[src/rtl/amo_pkg.sv]
// Shared definitions for the AMO sequencer: ALU one-hot opcodes, FSM states,
// and the legality check for incoming atomic requests.
package amo_pkg;

   localparam logic [19:0] AMO_SWAP = 20'd8192;
   localparam logic [19:0] AMO_ADD  = 20'd16384;
   localparam logic [19:0] AMO_AND  = 20'd32768;
   localparam logic [19:0] AMO_OR   = 20'd65536;
   localparam logic [19:0] AMO_XOR  = 20'd131072;
   localparam logic [19:0] AMO_MAX  = 20'd262144;
   localparam logic [19:0] AMO_MIN  = 20'd524288;

   typedef enum logic [2:0] {
      ST_IDLE,
      ST_RD,
      ST_CALC,
      ST_WR,
      ST_RESP
   } amo_state_e;

   // Only these exact one-hot codes are atomics; any other bit pattern is illegal.
   function automatic logic is_legal_amo(input logic [19:0] op);
      case (op)
         AMO_SWAP, AMO_ADD, AMO_AND, AMO_OR,
         AMO_XOR, AMO_MAX, AMO_MIN: return 1'b1;
         default:                   return 1'b0;
      endcase
   endfunction

endpackage

[src/rtl/amo_ack_timer.sv]
// Counts cycles a memory request has waited for its acknowledge; flags expiry
// in the cycle the wait reaches ACK_TIMEOUT. ACK_TIMEOUT=0 never expires.
module amo_ack_timer #(
   parameter int ACK_TIMEOUT = 255
) (
   input  logic clk,
   input  logic rst_n,
   input  logic clr_i,
   input  logic en_i,
   output logic expired_o
);

   localparam int CW     = (ACK_TIMEOUT < 2) ? 1 : $clog2(ACK_TIMEOUT);
   localparam int LAST_I = (ACK_TIMEOUT > 0) ? ACK_TIMEOUT - 1 : 0;
   localparam logic [CW-1:0] LAST = LAST_I[CW-1:0];

   logic [CW-1:0] cnt_q;

   // Saturates at LAST so a disabled or stalled counter never wraps.
   always_ff @(posedge clk or negedge rst_n) begin
      if (!rst_n) begin
         cnt_q <= '0;
      end else if (clr_i) begin
         cnt_q <= '0;
      end else if (en_i && (cnt_q != LAST)) begin
         cnt_q <= cnt_q + 1'b1;
      end
   end

   assign expired_o = (ACK_TIMEOUT != 0) && en_i && (cnt_q == LAST);

endmodule

[src/rtl/amo_sequencer.sv]
// Runs one RISC-V atomic read-modify-write: read old word, let the ALU combine
// it with rs2, write the result back, return the old word.
module amo_sequencer
   import amo_pkg::*;
#(
   parameter int ACK_TIMEOUT = 255
) (
   input  logic        clk,
   input  logic        rst_n,
   input  logic        start,
   input  logic [19:0] amo_op,
   input  logic [31:0] addr,
   input  logic [31:0] rs2_val,
   output logic        busy,
   output logic        done,
   output logic        error,
   output logic [31:0] rd_val,
   output logic        mem_req,
   output logic        mem_we,
   output logic [31:0] mem_addr,
   output logic [31:0] mem_wdata,
   input  logic [31:0] mem_rdata,
   input  logic        mem_ack,
   output logic [31:0] alu_in1,
   output logic [31:0] alu_in2,
   output logic [19:0] alu_instr,
   input  logic [63:0] alu_result
);

   amo_state_e  state_q;
   logic [19:0] op_q;
   logic [31:0] addr_q;
   logic [31:0] rs2_q;
   logic [31:0] old_q;
   logic [31:0] new_q;
   logic        busy_q, done_q, error_q;
   logic [31:0] rd_val_q;
   logic        mem_req_q, mem_we_q;
   logic [31:0] mem_addr_q;
   logic [31:0] alu_in1_q, alu_in2_q;
   logic [19:0] alu_instr_q;

   logic        tmr_clr, tmr_en, tmr_expired;
   logic [31:0] unused_alu_hi;

   assign unused_alu_hi = alu_result[63:32];

   // The counter is zero whenever RD or WR is entered, since both are only
   // reached from IDLE or CALC.
   assign tmr_clr = (state_q == ST_IDLE) || (state_q == ST_CALC);
   assign tmr_en  = (state_q == ST_RD)   || (state_q == ST_WR);

   amo_ack_timer #(
      .ACK_TIMEOUT (ACK_TIMEOUT)
   ) u_ack_timer (
      .clk       (clk),
      .rst_n     (rst_n),
      .clr_i     (tmr_clr),
      .en_i      (tmr_en),
      .expired_o (tmr_expired)
   );

   always_ff @(posedge clk or negedge rst_n) begin
      if (!rst_n) begin
         state_q     <= ST_IDLE;
         op_q        <= '0;
         addr_q      <= '0;
         rs2_q       <= '0;
         old_q       <= '0;
         new_q       <= '0;
         busy_q      <= 1'b0;
         done_q      <= 1'b0;
         error_q     <= 1'b0;
         rd_val_q    <= '0;
         mem_req_q   <= 1'b0;
         mem_we_q    <= 1'b0;
         mem_addr_q  <= '0;
         alu_in1_q   <= '0;
         alu_in2_q   <= '0;
         alu_instr_q <= '0;
      end else begin
         unique case (state_q)
            ST_IDLE: begin
               if (start) begin
                  op_q   <= amo_op;
                  addr_q <= addr;
                  rs2_q  <= rs2_val;
                  old_q  <= '0;
                  busy_q <= 1'b1;
                  if (!is_legal_amo(amo_op) || (addr[1:0] != 2'b00)) begin
                     state_q  <= ST_RESP;
                     done_q   <= 1'b1;
                     error_q  <= 1'b1;
                     rd_val_q <= '0;
                  end else begin
                     state_q    <= ST_RD;
                     mem_req_q  <= 1'b1;
                     mem_we_q   <= 1'b0;
                     mem_addr_q <= addr;
                  end
               end
            end
            ST_RD: begin
               // An ack coinciding with expiry still completes the read.
               if (mem_ack) begin
                  state_q     <= ST_CALC;
                  old_q       <= mem_rdata;
                  mem_req_q   <= 1'b0;
                  alu_in1_q   <= mem_rdata;
                  alu_in2_q   <= rs2_q;
                  alu_instr_q <= op_q;
               end else if (tmr_expired) begin
                  state_q   <= ST_RESP;
                  mem_req_q <= 1'b0;
                  done_q    <= 1'b1;
                  error_q   <= 1'b1;
                  rd_val_q  <= '0;
               end
            end
            ST_CALC: begin
               state_q     <= ST_WR;
               new_q       <= alu_result[31:0];
               alu_in1_q   <= '0;
               alu_in2_q   <= '0;
               alu_instr_q <= '0;
               mem_req_q   <= 1'b1;
               mem_we_q    <= 1'b1;
               mem_addr_q  <= addr_q;
            end
            ST_WR: begin
               if (mem_ack || tmr_expired) begin
                  state_q   <= ST_RESP;
                  mem_req_q <= 1'b0;
                  mem_we_q  <= 1'b0;
                  done_q    <= 1'b1;
                  error_q   <= !mem_ack;
                  rd_val_q  <= mem_ack ? old_q : '0;
               end
            end
            ST_RESP: begin
               state_q  <= ST_IDLE;
               busy_q   <= 1'b0;
               done_q   <= 1'b0;
               error_q  <= 1'b0;
               rd_val_q <= '0;
            end
            default: state_q <= ST_IDLE;
         endcase
      end
   end

   assign busy      = busy_q;
   assign done      = done_q;
   assign error     = error_q;
   assign rd_val    = rd_val_q;
   assign mem_req   = mem_req_q;
   assign mem_we    = mem_we_q;
   assign mem_addr  = mem_addr_q;
   assign mem_wdata = new_q;
   assign alu_in1   = alu_in1_q;
   assign alu_in2   = alu_in2_q;
   assign alu_instr = alu_instr_q;

endmodule

[config.mk]
export PLATFORM = sky130hd
export DESIGN_NAME = amo_sequencer
export DESIGN_NICKNAME = d
export VERILOG_FILES = /design/src/rtl/amo_pkg.sv /design/src/rtl/amo_ack_timer.sv /design/src/rtl/amo_sequencer.sv
export SDC_FILE = /design/constraint.sdc
export NUM_CORES = 1
export LEC_CHECK = 0
export ABC_AREA = 1
export CORE_AREA = 8 8 223 204
export CTS_BUF_LIST = sky130_fd_sc_hd__clkbuf_8 sky130_fd_sc_hd__clkbuf_16
export DETAILED_ROUTE_END_ITERATION = 8
export DIE_AREA = 0 0 231 212
export DONT_BUFFER_PORTS = 1
export SLEW_MARGIN = 20
export SYNTH_ARGS = -nofsm -noshare
export SYNTH_HDL_FRONTEND = slang
export SYNTH_SLANG_ARGS = --single-unit
[constraint.sdc]
create_clock -name clk -period 2.3 [get_ports clk]
set_clock_uncertainty 0.2 [all_clocks]
set_input_delay 0.345 -clock clk [delete_from_list [all_inputs] [get_ports clk]]
set_output_delay 0.345 -clock clk [all_outputs]
set_load 0.05 [all_outputs]
==> results of run 1 <==
## critical path, delay by kind of cell, from the launching register on
family | cells | cell delay [ns]
and+or+nand+nor | 4 | 0.59
DFF | 1 | 0.43
buffers and inverters | 4 | 0.79
## flip-flops by register name, indices dropped and copies added, names as in the netlist
name and cells:
addr_q 32, alu_in1 32, alu_in2 32, mem_addr 32
mem_wdata 32, old_q 32, rd_val 32, rs2_q 32
alu_instr 20, op_q 20, u_ack_timer.cnt_q 8, state_q 3
busy 1, done 1, error 1, mem_req 1
mem_we 1
## final timing paths
kind	end	slack, ns	depth (start not counted)
setup / recovery	mem_wdata[14]	0.17	8
hold / removal	old_q[9]	-0.70	0
setup reg to reg	mem_wdata[14]	0.17	8
hold reg to reg	rd_val[28]	0.27	2
max in group asynchronous	mem_wdata[9]	1.85	0
min in group clk	error	0.18	6
## cell families (layout without fill, tap and decap cells)
| family | Yosys count | count (layout) | share of synthesized area, % |
|---|---|---|---|
| AO/OA/AOI/OAI | 206 | 206 | 9.618 |
| XOR/XNOR | 2 | 2 | 0.1419 |
| adder cells (fa/ha/maj) | 2 | 2 | 0.2027 |
| buffers and inverters | 172 | 341 | 5.939 |
| flip-flops | 312 | 312 | 63.24 |
| multiplexers | 33 | 33 | 3.010 |
| other | 0 | 2 | 0 |
| AND/OR/NAND/NOR | 547 | 547 | 17.85 |
## cell usage after synthesis
cell	count
a21oi_1	19
a22o_1	41
buf_1	2
buf_2	28
buf_4	4
buf_6	5
clkbuf_1	31
dfrtp_1	312
ha_1	2
inv_1	98
inv_2	4
mux2_1	2
mux2_2	31
nand2_1	414
nand2_2	4
nand3_1	78
nand4_1	2
nor2_1	41
nor2_2	1
nor2_4	2
nor3_1	3
nor3_4	1
nor3b_1	1
o21ai_0	134
o21ai_1	10
o22ai_1	2
xnor2_1	1
xor2_1	1
## metrics by stage
stage	utilization, %	instance area (um^2)	power [mW]	setup WS, ns
after floorplan	-	12350	17.76	0.4903
after global placement	30.98	13000	19.61	0.1642
after detailed placement	30.98	13000	19.86	0.1396
after CTS	37.41	15710	26.04	0.09715
after global routing	37.43	15710	27.28	0.006601
final	37.43	15710	25.72	0.1678
## layout make-up
class	count	area, um^2	area share [%]
multi-input cells	790	3829	24.37
repair buffers	178	1805	11.49
diodes	2	5.005	0.03185
flip-flops and latches	312	7807	49.69
well taps	555	694.4	4.419
inverters	102	382.9	2.437
clock buffers	40	967.2	6.155
clock inverters	21	222.7	1.417
## routing by layer
metal	track usage [%]	routed length [um]
met2	22.04	16450
met5	0	0
met1	17.85	14500
met3	5.842	3852
met4	6.157	1340
## repair_timing
item	in CTS	in global routing
setup endpoints to repair	0	5
endpoints found under the hold margin	525	312
resized for setup	0	1
## power breakdown
part | switching [mW] | internal, mW | leakage [nW] | total [mW]
sequential | 6.37 | 7.73 | 3.96 | 14.1
combinational | 3.49 | 2.33 | 3.19 | 5.82
clock | 2.32 | 3.48 | 0.614 | 5.80
==> flow_summary.json, run 1 <==
{
  "status": "finished, violations left",
  "violations": "hold timing",
  "cts_num_sinks": 312,
  "numPortBuffers": 0,
  "rsz0062_at_grt": "no",
  "critPathRequiredTime_ns": 2.51,
  "fill_cells": 4083,
  "clockBufferDepth": 3,
  "setup_tns_ns": 0,
  "slew_violations": 0,
  "grt_pass1_vias": 9466,
  "hpwlAfterDp_mm": 23.33,
  "instances_no_fill": 2000,
  "root_buffer": "clkbuf_16",
  "cts_made_buffers": 36,
  "crit_path_max_fanout": 23,
  "irDropWorstVdd_mv": 0.9699,
  "cp.arrival_ns": 2.34,
  "first_pass_iters": 5,
  "postCtsSetupBuffers": 0,
  "finalHoldViolCount": 312,
  "p_per_area_nw_per_um2": 1637,
  "vias": 9285,
  "drtAntennaViolNets": 0,
  "worstMarginPinSlew_ns": 0.8769,
  "cp-start-kind": "flop",
  "relSlewSlack_pct": 41.54,
  "maxCapViolCount": 0,
  "cts_hold_buf": 151,
  "clk_pin_slew_ns": 0.06,
  "place_congestion": 0.7803,
  "synthToLayoutAreaGrowth_pct": 27.28,
  "syn-num-nets": 1460,
  "initial_core_util_pct": 29.41,
  "die-area_um2": 48970,
  "cts_max_level": 2,
  "synthCells": 1274,
  "grt_pass1_wl_mm": 56.19,
  "ios": 369,
  "synth_top_area_cell": "dfrtp_1",
  "antenna_found_initial": 3,
  "routed_wl_mm": 36.15,
  "crit_slowest_cell": "dfrtp_1",
  "synth_area_leaders": "dfrtp_1 63%, nand2_1 13%, o21ai_0 5.4%",
  "viasPerCell": 4.643,
  "finalSetupViolCount": 0,
  "routedWlPerCell_um": 18.08,
  "crit_chain": "inv_2 > nand2_2 > nor2_4 > inv_1 > buf_4 > buf_4 > nand2_1 > nand2_1",
  "grt_util_all_layers_pct": 14.40,
  "gr-total-overflow": 0,
  "post-route-drc-count": 0,
  "ys_types": 28,
  "yosysWarnings": 0,
  "grt_max_degree": 313,
  "hp-class": "in2async",
  "critical_path_class": "reg2reg",
  "p_leak_nw": 7.769,
  "fin_nets": 1606,
  "netlist_area_um2": 12350,
  "syn_area_per_cell_um2": 9.690,
  "synth_seq_cells": 312,
  "die_h_um": 212,
  "cp-end-kind": "flop",
  "min_period_over_period_pct": 92.70,
  "core_area_um2": 41980,
  "cpPeakStageDelay_ns": 0.43,
  "synth_top_area_share_pct": 63.24,
  "ys_seq_area_share_pct": 63.24,
  "worstSetupStartpoint": "state_q[2]",
  "final_cell_mix": "414 x nand2_1, 312 x dfrtp_1, 151 x dlygate4sd3_1",
  "fmax_mhz": 469.0,
  "r2r-start": "state_q[2]",
  "rows": 72,
  "die_width_um": 231,
  "insertion_delay_ns": 0.53,
  "final_common_cell": "nand2_1",
  "layout-drive-gt1-share_pct": 8.732,
  "drtIter0Drc": 698,
  "dp.cells": 1786,
  "whs_ns": -0.6963,
  "cts_tree": "built",
  "min_period_ns": 2.132
}
(Power assumes the default switching activity.)
==> inputs of run 2 (changes only) <==
CTS_CLUSTER_SIZE = 16   (was not set)
clock period = 1.8 ns   (was 2.3 ns; I/O delays follow)
==> run 2 against run 1 <==
Net effect:
- the run ends with hold timing, setup timing left
- critical path depth increased by 4
- clock-buffer cell count increased by 5
- combinational power increased by 110%
- wire length increased by 17%
- setup slack got worse by 0.35 ns
- utilization increased by 4.4 points
- cell count increased by 4.0%
- maximum frequency increased by 7.5%
- critical path type unchanged
- critical endpoint is now rd_val[12]
- largest power group unchanged
==> flow_summary.json, run 2 (synthesis results as in run 1) <==
{
  "instances_no_fill": 2080,
  "cts_hold_buf": 151,
  "hpwlAfterDp_mm": 23.79,
  "cts_tree": "built",
  "synthToLayoutAreaGrowth_pct": 42.18,
  "dp_slack_ns": -0.1598,
  "post-route-drc-count": 0,
  "slew_violations": 0,
  "die_width_um": 231,
  "cp-start-kind": "flop",
  "cp.arrival_ns": 2.20,
  "drtIter0Drc": 706,
  "critical_path_class": "reg2reg",
  "first_pass_iters": 6,
  "maxCapViolCount": 0,
  "r2r-start": "u_ack_timer.cnt_q[0]",
  "fin_nets": 1685,
  "gr-total-overflow": 0,
  "root_buffer": "clkbuf_16",
  "cp-end-kind": "flop",
  "final_cell_mix": "341 x nand2_1, 312 x dfrtp_1, 151 x dlygate4sd3_1",
  "initial_core_util_pct": 29.41,
  "status": "finished, violations left",
  "numPortBuffers": 0,
  "die_h_um": 212,
  "cts_max_level": 2,
  "core_area_um2": 41980,
  "grt_max_degree": 313,
  "drtAntennaViolNets": 0,
  "critPathRequiredTime_ns": 2.02,
  "place_congestion": 0.7938,
  "relSlewSlack_pct": 55.77,
  "routed_wl_mm": 42.48,
  "fmax_mhz": 504.3,
  "ios": 369,
  "crit_path_max_fanout": 9,
  "min_period_ns": 1.983,
  "die-area_um2": 48970,
  "clk_pin_slew_ns": 0.06,
  "antenna_found_initial": 3,
  "layout-drive-gt1-share_pct": 21.02,
  "cts_num_sinks": 312,
  "min_period_over_period_pct": 110.2,
  "rsz0062_at_grt": "yes",
  "viasPerCell": 4.813,
  "whs_ns": -0.7702,
  "p_per_area_nw_per_um2": 2152,
  "irDropWorstVdd_mv": 0.9801,
  "grt_pass1_vias": 9930,
  "final_common_cell": "nand2_1",
  "regToRegSetupSlack_ns": -0.18,
  "timing.final.ws_setup_ns": -0.1831,
  "finalSetupViolCount": 261,
  "dp.cells": 1808,
  "clockBufferDepth": 3,
  "grt_pass1_wl_mm": 58.25,
  "rows": 72,
  "violations": "hold timing, setup timing",
  "finalHoldViolCount": 312,
  "worstSetupStartpoint": "u_ack_timer.cnt_q[0]",
  "p_leak_nw": 8.627,
  "grt_util_all_layers_pct": 15.00,
  "vias": 10010,
  "hp-class": "in2async",
  "cts_made_buffers": 35,
  "worstMarginPinSlew_ns": 0.6635,
  "routedWlPerCell_um": 20.42,
  "insertion_delay_ns": 0.53
}
run 2: changes by cell type in the layout (fill, tap and decap cells not counted), moves of 25 or more:
cell | before | now
o21ai_1 | 10 | 53
nand2_4 | 0 | 27
nand2_2 | 3 | 45
nand2_1 | 414 | 341
buf_4 | 19 | 44
o21ai_0 | 134 | 74
run 2: area by class of cell:
cell class / instances / area (um^2)
fill: 3910 / 24430
clock buffer: 45 / 1036
inverter: 102 / 390.4
sequential: 312 / 7807
tap: 555 / 694.4
antenna: 3 / 7.507
timing repair buffer: 258 / 3089
clock inverter: 15 / 177.7
multi-input combinational: 790 / 4350
run 2: through the flow:
| step | total power [mW] | utilization [%] | TNS, ns | cell area, um^2 | hold WS, ns |
|---|---|---|---|---|---|
| floorplan | 22.70 | - | 0 | 12350 | -0.2256 |
| global placement | 25.67 | 31.70 | -1.845 | 13310 | -0.2168 |
| detailed placement | 26.07 | 31.70 | -5.022 | 13310 | -0.2133 |
| CTS | 34.94 | 38.83 | -4.134 | 16300 | -0.8027 |
| global route | 39.74 | 41.81 | -43.25 | 17550 | -0.8061 |
| finish | 37.78 | 41.81 | -22.09 | 17550 | -0.7702 |
run 2: repair_timing:
| action | 4_1_cts | 5_1_grt |
|---|---|---|
| endpoints found under the hold margin | 525 | 312 |
| pin swaps | 7 | 22 |
| setup endpoints to repair | 72 | 245 |
| setup buffers | 10 | 24 |
| gates resized for setup | 32 | 225 |
| cloned | 4 | 22 |
run 2: report_power, final:
| part | internal [mW] | leakage, nW | switching (mW) |
|---|---|---|---|
| Clock | 4.62 | 0.613 | 2.97 |
| Sequential | 9.87 | 3.96 | 8.29 |
| Combinational | 5.80 | 4.05 | 6.24 |
| Total | 20.3 | 8.63 | 17.5 |
run 2: metal layers:
metal	up-vias	GRT usage, %	routed length, um
met3	80	5.842	4071
met2	428	23.88	20270
met1	4931	18.05	16920
met5	-	0	0
li1	4571	-	-
met4	0	6.223	1220
run 2: path summary, 6_finish.rpt:
check,cells after the start,end
max,12,rd_val[12]
min,0,alu_in1[2]
max reg2reg,12,rd_val[12]
min reg2reg,2,op_q[12]
max in group asynchronous,0,mem_wdata[17]
min in group clk,8,mem_we
run 2: worst max-delay path: stages (launching register included):
cell     delay [ns]
dfrtp_1        0.39
inv_2          0.08
ha_4           0.12
nand2_2        0.04
nor2_2         0.13
nand3_2        0.11
nand2_2        0.11
nand2_2        0.07
nor2_4         0.16
nand2_8        0.13
buf_16         0.18
nand2_1        0.07
nand2_1        0.07
==> inputs of run 3 (changes only) <==
==> constraint.sdc (replaced) <==
create_clock -name clk -period 1.8 [get_ports clk]
set_clock_uncertainty 0.2 [all_clocks]
set_input_delay 0.36 -clock clk [delete_from_list [all_inputs] [get_ports clk]]
set_output_delay 0.36 -clock clk [all_outputs]
set_load 0.05 [all_outputs]
==> run 3 against run 2 <==
Net effect:
- the run still ends with hold timing, setup timing left
- highest routed layer unchanged
- via count down 1.5%
- design area down 2.8%
- first-iteration DRC count down 0.28%
- maximum frequency up 2.1%
- cell count down 0.58%
- sequential power about the same
- clock power down 1%
- critical path type unchanged
- global-route usage down 0.32 points
==> flow_summary.json, run 3 (synthesis results as in run 1) <==
{
  "hp-class": "in2async",
  "place_congestion": 0.8131,
  "initial_core_util_pct": 29.41,
  "crit_path_max_fanout": 8,
  "dp.cells": 1813,
  "root_buffer": "clkbuf_16",
  "fin_util_pct": 40.64,
  "cts_num_sinks": 312,
  "drtAntennaViolNets": 0,
  "timing.final.ws_setup_ns": -0.1421,
  "die-area_um2": 48970,
  "dp_slack_ns": -0.1989,
  "cts_max_level": 2,
  "min_period_over_period_pct": 107.9,
  "viasPerCell": 4.766,
  "rows": 72,
  "crit_chain": "inv_2 > ha_4 > nand2_2 > nor2_2 > nand3_2 > nand2_2 > nand2_4 > nor2_4 > nand2_4 > clkbuf_16 > nand2_4 > nand2_2",
  "die_h_um": 212,
  "min_period_ns": 1.942,
  "first_pass_iters": 5,
  "multi_input_area_um2": 4090,
  "seq_area_um2": 7841,
  "irDropWorstVdd_mv": 1.238,
  "grt_pass1_wl_mm": 57.30,
  "rsz0062_at_grt": "yes",
  "cp-start-kind": "flop",
  "fmax_mhz": 514.9,
  "cts_hold_buf": 150,
  "worstSetupStartpoint": "u_ack_timer.cnt_q[0]",
  "finalHoldViolCount": 312,
  "routed_wl_mm": 41.63,
  "die_width_um": 231,
  "cts_tree": "built",
  "core_area_um2": 41980,
  "instances_no_fill": 2068,
  "insertion_delay_ns": 0.54,
  "cp.arrival_ns": 2.17,
  "routedWlPerCell_um": 20.13,
  "maxCapViolCount": 0,
  "cts_made_buffers": 36,
  "fin_nets": 1673,
  "slew_violations": 0,
  "clockBufferDepth": 3,
  "cpPeakStageDelay_ns": 0.38,
  "numPortBuffers": 0,
  "vias": 9856,
  "whs_ns": -0.6651,
  "finalPower_mw": 36.20,
  "grt_pass1_vias": 9845,
  "gr-total-overflow": 0,
  "p_per_area_nw_per_um2": 2122,
  "grt_util_all_layers_pct": 14.68,
  "layout-drive-gt1-share_pct": 18.40,
  "grt_max_degree": 313,
  "relSlewSlack_pct": 57.58,
  "drtIter0Drc": 704,
  "status": "finished, violations left",
  "fill_cells": 3955,
  "worstMarginPinSlew_ns": 0.6341,
  "final_cell_mix": "380 x nand2_1, 285 x dfrtp_1, 150 x dlygate4sd3_1",
  "r2r-start": "u_ack_timer.cnt_q[0]",
  "cp-end-kind": "flop",
  "finalSetupViolCount": 140,
  "hpwlAfterDp_mm": 23.99,
  "crit_slowest_cell": "dfrtp_1",
  "ios": 369,
  "clk_pin_slew_ns": 0.06,
  "worst-path-buf-inv": 2,
  "final_common_cell": "nand2_1",
  "critical_path_class": "reg2reg",
  "regToRegSetupSlack_ns": -0.14,
  "violations": "hold timing, setup timing",
  "post-route-drc-count": 0,
  "p_leak_nw": 8.383,
  "critPathTopFamily": "simple AND/OR/NAND/NOR gates",
  "synthToLayoutAreaGrowth_pct": 38.19,
  "antenna_found_initial": 1,
  "critPathRequiredTime_ns": 2.03
}
-- run 3: layout make-up --
type,count,share of cell area [%]
Clock buffer,43,5.911
Multi-Input combinational cell,792,23.98
Tap cell,555,4.070
Timing Repair Buffer,243,16.62
Sequential cell,312,45.96
Antenna cell,2,0.02934
Clock inverter,19,1.144
Inverter,102,2.288
-- run 3: per-stage QoR --
stage                     setup TNS [ns]  hold slack [ns]  instance area [um^2]
after floorplan                        0          -0.1356                 12350
after global placement            -7.963          -0.1268                 13270
after detailed placement          -11.17          -0.1265                 13270
after CTS                         -2.292          -0.7195                 16100
after global routing              -28.38          -0.7155                 17060
final                             -7.742          -0.6651                 17060
-- run 3: report_power, final --
part,switching (mW),internal [mW]
clock,2.95,4.55
combinational,5.78,4.88
sequential,8.11,9.94
total,16.8,19.4
-- run 3: path summary, 6_finish.rpt --
path / cells after the start / end
setup / recovery: 12 / rd_val[18]
hold / removal: 0 / alu_in1[0]
setup reg to reg: 12 / rd_val[18]
hold reg to reg: 2 / rd_val[22]
max in group asynchronous: 0 / mem_wdata[8]
min in group clk: 7 / mem_req
-- run 3: timing repair --
item / 4_1_cts / 5_1_grt
resized for setup: 46 / 138
setup buffers: 1 / 12
endpoints found under the hold margin: 525 / 312
pin swaps: 1 / 9
cloned: 1 / 28
endpoints found under the setup margin: 151 / 276
-- run 3: per-layer routing --
layer  vias to the layer above  track usage [%]  share of wire [%]
met1                      4886            17.99                 40
met4                         0            4.236                2.0
met2                       382            22.64                 48
met5                         -                0                  0
li1                       4534                -                  -
met3                        54            7.310                 11
